==> config.mk <==
export PLATFORM = sky130hd
export DESIGN_NAME = fwd_sel_controller_flat
export DESIGN_NICKNAME = d
export VERILOG_FILES = /design/src/rtl/fwd_sel_controller_if.sv /design/src/rtl/fwd_sel_controller.sv /design/src/flat_wrapper.sv
export SDC_FILE = /design/constraint.sdc
export NUM_CORES = 1
export LEC_CHECK = 0
export ABC_AREA = 0
export BUFFER_PORTS_ARGS = -buffer_cell sky130_fd_sc_hd__buf_2
export CORE_MARGIN = 2
export CORE_UTILIZATION = 45
export CTS_BUF_LIST = sky130_fd_sc_hd__clkbuf_2 sky130_fd_sc_hd__clkbuf_4 sky130_fd_sc_hd__clkbuf_8
export CTS_CLUSTER_SIZE = 8
export DETAILED_ROUTE_END_ITERATION = 8
export PLACE_DENSITY = 0.7
export SKIP_CTS_REPAIR_TIMING = 1
export SYNTH_ARGS = -nofsm -noshare
export SYNTH_HDL_FRONTEND = slang
export SYNTH_SLANG_ARGS = --single-unit
==> constraint.sdc <==
create_clock -name clk -period 3.36 [get_ports clk]
set_clock_uncertainty 0.2 [all_clocks]
set_input_delay 0.672 -clock clk [delete_from_list [all_inputs] [get_ports clk]]
set_output_delay 0.672 -clock clk [all_outputs]
set_load 0.01 [all_outputs]
==> src/rtl/fwd_sel_controller_if.sv <==
// EX operand-forwarding control bundle: ID-stage fields in,
// load-use stall and operand mux selects out.
interface fwd_sel_controller_if #(
  parameter int REG_ADDR_W = 5
);
  logic                  id_valid;
  logic [REG_ADDR_W-1:0] id_rs1;
  logic [REG_ADDR_W-1:0] id_rs2;
  logic                  id_use_rs1;
  logic                  id_use_rs2;
  logic [REG_ADDR_W-1:0] id_rd;
  logic                  id_regwrite;
  logic                  id_memread;
  logic                  flush;
  logic                  hold;
  logic                  stall;
  logic [1:0]            forward_a;
  logic [1:0]            forward_b;

  modport master (
    output id_valid, id_rs1, id_rs2,
    output id_use_rs1, id_use_rs2,
    output id_rd, id_regwrite, id_memread,
    output flush, hold,
    input  stall, forward_a, forward_b
  );

  modport slave (
    input  id_valid, id_rs1, id_rs2,
    input  id_use_rs1, id_use_rs2,
    input  id_rd, id_regwrite, id_memread,
    input  flush, hold,
    output stall, forward_a, forward_b
  );
endinterface

==> src/rtl/fwd_sel_controller.sv <==
// Forwarding-select and load-use stall controller for the EX stage.
// Optional saturating stall counter enabled by FWD_STALL_CNT_EN.
module fwd_sel_controller #(
  parameter int REG_ADDR_W = 5,
  parameter int CNT_W      = 32
) (
  input logic                 clk,
  input logic                 reset,
  fwd_sel_controller_if.slave bus
`ifdef FWD_STALL_CNT_EN
  ,
  output logic [CNT_W-1:0]    stall_count
`endif
);

  if (CNT_W < 1) begin : g_bad_cnt_w
    $error("CNT_W must be positive");
  end

  typedef struct packed {
    logic                  valid;
    logic [REG_ADDR_W-1:0] rd;
    logic                  wr;
    logic                  ld;
  } ent_t;

  ent_t e1, e2, e3;
  ent_t id_ent;

  logic [1:0] fa_q, fb_q;
  logic [1:0] fa_nxt, fb_nxt;
  logic       a1, a2, b1, b2;
  logic       hz;

  function automatic logic hit(
    input ent_t                  e,
    input logic [REG_ADDR_W-1:0] src
  );
    return e.valid & e.wr & (e.rd != '0) & (e.rd == src);
  endfunction

  // Bubbles carry all-zero fields so stale tags never linger.
  always_comb begin
    id_ent = '0;
    if (bus.id_valid) begin
      id_ent.valid = 1'b1;
      id_ent.rd    = bus.id_rd;
      id_ent.wr    = bus.id_regwrite;
      id_ent.ld    = bus.id_memread;
    end
  end

  always_comb begin
    a1 = bus.id_valid & bus.id_use_rs1 & hit(e1, bus.id_rs1);
    a2 = bus.id_valid & bus.id_use_rs1 & ~a1
       & hit(e2, bus.id_rs1);
    b1 = bus.id_valid & bus.id_use_rs2 & hit(e1, bus.id_rs2);
    b2 = bus.id_valid & bus.id_use_rs2 & ~b1
       & hit(e2, bus.id_rs2);
    hz = e1.ld & (a1 | b1) & ~bus.hold & ~bus.flush;
  end

  always_comb begin
    fa_nxt = 2'b00;
    unique case (1'b1)
      a1:      fa_nxt = 2'b10;
      a2:      fa_nxt = 2'b01;
      default: fa_nxt = 2'b00;
    endcase
  end

  always_comb begin
    fb_nxt = 2'b00;
    unique case (1'b1)
      b1:      fb_nxt = 2'b10;
      b2:      fb_nxt = 2'b01;
      default: fb_nxt = 2'b00;
    endcase
  end

  always_ff @(posedge clk or negedge reset) begin
    if (!reset) begin
      e1   <= '0;
      e2   <= '0;
      e3   <= '0;
      fa_q <= 2'b00;
      fb_q <= 2'b00;
    end else if (bus.flush || (!bus.hold && hz)) begin
      e3   <= e2;
      e2   <= e1;
      e1   <= '0;
      fa_q <= 2'b00;
      fb_q <= 2'b00;
    end else if (!bus.hold) begin
      e3   <= e2;
      e2   <= e1;
      e1   <= id_ent;
      fa_q <= fa_nxt;
      fb_q <= fb_nxt;
    end
  end

  // MEM/WB entry is tracked for visibility; it never sources a select.
  always_comb begin
    assert (e3.valid || e3 == '0);
  end

  assign bus.stall     = hz;
  assign bus.forward_a = fa_q;
  assign bus.forward_b = fb_q;

`ifdef FWD_STALL_CNT_EN
  logic [CNT_W-1:0] cnt_q;

  always_ff @(posedge clk or negedge reset) begin
    if (!reset) begin
      cnt_q <= '0;
    end else if (hz && cnt_q != '1) begin
      cnt_q <= cnt_q + CNT_W'(1);
    end
  end

  assign stall_count = cnt_q;
`endif

endmodule

==> src/flat_wrapper.sv <==
// flat-port wrapper written by rule: the top's interface ports become plain ports
module fwd_sel_controller_flat 
#(
  parameter int REG_ADDR_W = 5,
  parameter int CNT_W      = 32
)
  (clk, reset, bus_id_valid, bus_id_rs1, bus_id_rs2, bus_id_use_rs1, bus_id_use_rs2, bus_id_rd, bus_id_regwrite, bus_id_memread, bus_flush, bus_hold, bus_stall, bus_forward_a, bus_forward_b);
  fwd_sel_controller_if #(.REG_ADDR_W(REG_ADDR_W)) bus_i ();
  input logic clk;
  input logic reset;
  input wire logic [$bits(bus_i.id_valid)-1:0] bus_id_valid;
  input wire logic [$bits(bus_i.id_rs1)-1:0] bus_id_rs1;
  input wire logic [$bits(bus_i.id_rs2)-1:0] bus_id_rs2;
  input wire logic [$bits(bus_i.id_use_rs1)-1:0] bus_id_use_rs1;
  input wire logic [$bits(bus_i.id_use_rs2)-1:0] bus_id_use_rs2;
  input wire logic [$bits(bus_i.id_rd)-1:0] bus_id_rd;
  input wire logic [$bits(bus_i.id_regwrite)-1:0] bus_id_regwrite;
  input wire logic [$bits(bus_i.id_memread)-1:0] bus_id_memread;
  input wire logic [$bits(bus_i.flush)-1:0] bus_flush;
  input wire logic [$bits(bus_i.hold)-1:0] bus_hold;
  output wire logic [$bits(bus_i.stall)-1:0] bus_stall;
  output wire logic [$bits(bus_i.forward_a)-1:0] bus_forward_a;
  output wire logic [$bits(bus_i.forward_b)-1:0] bus_forward_b;
  assign bus_i.id_valid = bus_id_valid;
  assign bus_i.id_rs1 = bus_id_rs1;
  assign bus_i.id_rs2 = bus_id_rs2;
  assign bus_i.id_use_rs1 = bus_id_use_rs1;
  assign bus_i.id_use_rs2 = bus_id_use_rs2;
  assign bus_i.id_rd = bus_id_rd;
  assign bus_i.id_regwrite = bus_id_regwrite;
  assign bus_i.id_memread = bus_id_memread;
  assign bus_i.flush = bus_flush;
  assign bus_i.hold = bus_hold;
  assign bus_stall = bus_i.stall;
  assign bus_forward_a = bus_i.forward_a;
  assign bus_forward_b = bus_i.forward_b;
  fwd_sel_controller #(.REG_ADDR_W(REG_ADDR_W), .CNT_W(CNT_W)) u_core (.clk(clk), .reset(reset), .bus(bus_i));
endmodule
==> metrics.txt <==
clock tree from TritonCTS=done; GRT Total Usage=19.1%; worst min path class=in -> async; P_leak=0.602 nW; Initial Utilization=48.5%; CP startpoint=u_core.e1[5]; total power=0.437 mW; Num CTS Buffers=3; die area=2810 um^2; slew at the pin with the worst max-slew slack=0.426 ns; number of global-route vias before repair=880; grt total ovfl=0; worst reg2reg path depth=6; Final Setup Violations=0; maximum number of pins on one net before global-route repair=20; final setup TNS=0 ns; WS Path Type=reg -> out; Die W=53.0 um; CP max stage delay=0.46 ns; ANT nets after route=0; first-pass GRT wire length=3.83 mm; core footprint=2230 um^2; via count=931; worst setup path end=bus_stall; Residual DRC=0; Reg clk slew, reported paths=0.12 ns; worst skew pair latency=0.30 ns; CP Depth=6; Slew headroom=71.6%; synth-to-layout area growth=18.5%; final-stage net count=170; crit path max fanout=5; Final Cycle Share=79.2%; GP Congestion=0.921; CTS root buffer=clkbuf_4; dpl ws=0.711 ns; WL final=2.29 mm; Syn Nets=138; synthesized area=1080 um^2; First DRT Iteration DRCs=13; cell accounting for the most synthesized area=dfrtp_1; Core Rows=17; Reg2Reg Capture Point=u_core.e1[0]; final hold vios=0; Slew Limit Fails=0; Worst Path Buf+Inv=1; Crit path required time=2.49 ns; placed wire-length estimate=1.83 mm; Multi-input gate area=572 um^2; critical-path cell with the highest stage delay=dfrtp_1; Ant. Diodes=0; Yosys cell types=25; IO Count=29; Top delay family on crit path=simple AND/OR/NAND/NOR gates; PwrDens=341 nW/um^2; RR Startpoint=u_core.e1[5]; Yosys reg bits=19; Fill cells=235; DRT Pass-1 Iters=4; Avg Cell Area, Syn=9.49 um^2; YS warnings=0; sequential-to-total area share from yosys stat=43.9%; DR vias/cell=5.38; Synth top area share=43.9%; post-synthesis cell count=114; register area=475 um^2; Clock Sinks=19; Buffers on Ports=28; Setup WS post-layout=0.700 ns; Max-cap violations=0; reg-to-reg slack, setup=1.52 ns; post-route minimum period=2.66 ns; Worst EP arrival=1.79 ns; WHS=0.0838 ns; share of cells above drive strength 1=31.0%; Max Clk Rate=376 MHz; Setup crit end kind=output port; die height=53.0 um; crit start category=flop; VDD IR max=0.000229 V; # H-tree levels=1; unrepaired setup endpoints after global routing=no; initial antenna violation count=0; WL/cell=13.3 um; status=finished, final reports clean; cells along the critical path=xor2_1 > nor3_1 > nand4_1 > a21boi_2 > and2_1 > buf_2; top cells by area, synth=dfrtp_1 44%, mux2_2 7.3%, xnor2_1 7.3%; clock buffer depth=2
worst min path at each step:
stage                                        from                 endpoint  slack [ns]
after CTS                                   reset             u_core.e2[2]        0.09
after global placement    u_core.bus.forward_b[0]  u_core.bus.forward_b[0]        0.26
final                                       reset             u_core.e2[2]        0.08
after global routing                        reset             u_core.e2[2]        0.09
after floorplan                             reset  u_core.bus.forward_a[0]        0.18
after detailed placement  u_core.bus.forward_a[0]  u_core.bus.forward_a[0]        0.27
stage by stage:
step | cells | utilization [%] | instance area (um^2)
final | 173 | 57.4 | 1280
after global routing | 173 | 57.4 | 1280
after CTS | 173 | 57.4 | 1280
after detailed placement | 169 | 56.1 | 1250
after global placement | 169 | 56.1 | 1250
after floorplan | 114 | - | 1080
cells by family after synthesis:
family	synth area share [%]
simple gates	20.7
flops	43.9
xor+xnor	14.6
compound gates	10.3
mux	7.28
buf+inv	3.24
Yosys cell counts (all sizes together):
| cell | count |
|---|---|
| o2111ai | 1 |
| nor2b | 1 |
| a21boi | 1 |
| or4 | 1 |
| a21oi | 2 |
| nor3 | 5 |
| xor2 | 9 |
| nor2 | 6 |
| nand2 | 19 |
| inv | 2 |
| clkbuf | 1 |
| o21ai | 8 |
| o221a | 1 |
| buf | 3 |
| xnor2 | 9 |
| nand3 | 7 |
| dfrtp | 19 |
| or3 | 2 |
| a221oi | 1 |
| o31ai | 2 |
| and2 | 1 |
| nand4 | 6 |
| mux2 | 7 |
state kept, by name, summed over array words and instances (netlist names):
register / flops
u_core.e1: 8
u_core.e2: 7
u_core.bus.forward_a: 2
u_core.bus.forward_b: 2
where the power goes:
group / internal (mW) / switching [mW]
clock: 0.0454 / 0.0752
sequential: 0.237 / 0.00982
combinational: 0.0335 / 0.0363
placed cells by master, fill, tap and decap left out, types with 2 or more instances in the layout:
master	Yosys	layout
nand4_1	6	6
mux2_2	7	7
nand3_1	7	7
inv_1	2	2
nand2_1	19	19
or3_1	2	2
a21oi_1	2	2
o31ai_1	2	2
buf_2	1	28
buf_4	1	3
clkbuf_4	0	3
xor2_1	9	9
nor2_1	6	6
nor3_1	5	5
dfrtp_1	19	19
xnor2_1	9	9
o21ai_0	8	8
worst register-to-register path: stages, from the launching register on:
cell and delay [ns]:
dfrtp_1 0.46, xor2_1 0.20, nor3_1 0.19, nand4_1 0.19
a21boi_2 0.19, buf_4 0.18, o21ai_0 0.11
metal layers:
metal / vias to the layer above / track usage, % / share of wire [%]
met3: 6 / 3.39 / 5.1
met2: 30 / 31.7 / 48
met5: - / 0 / 0
met4: 0 / 9.40 / 2.5
met1: 435 / 23.9 / 44
li1: 460 / - / -
layout make-up:
type | instances | share of cell area (%)
multi-input combinational | 89 | 44.6
sequential | 19 | 37.1
timing repair buffer | 31 | 12.7
tap | 28 | 2.73
clock buffer | 3 | 1.76
clock inverter | 1 | 0.585
inverter | 2 | 0.585
No activity file was read; power rests on OpenSTA's default activity.
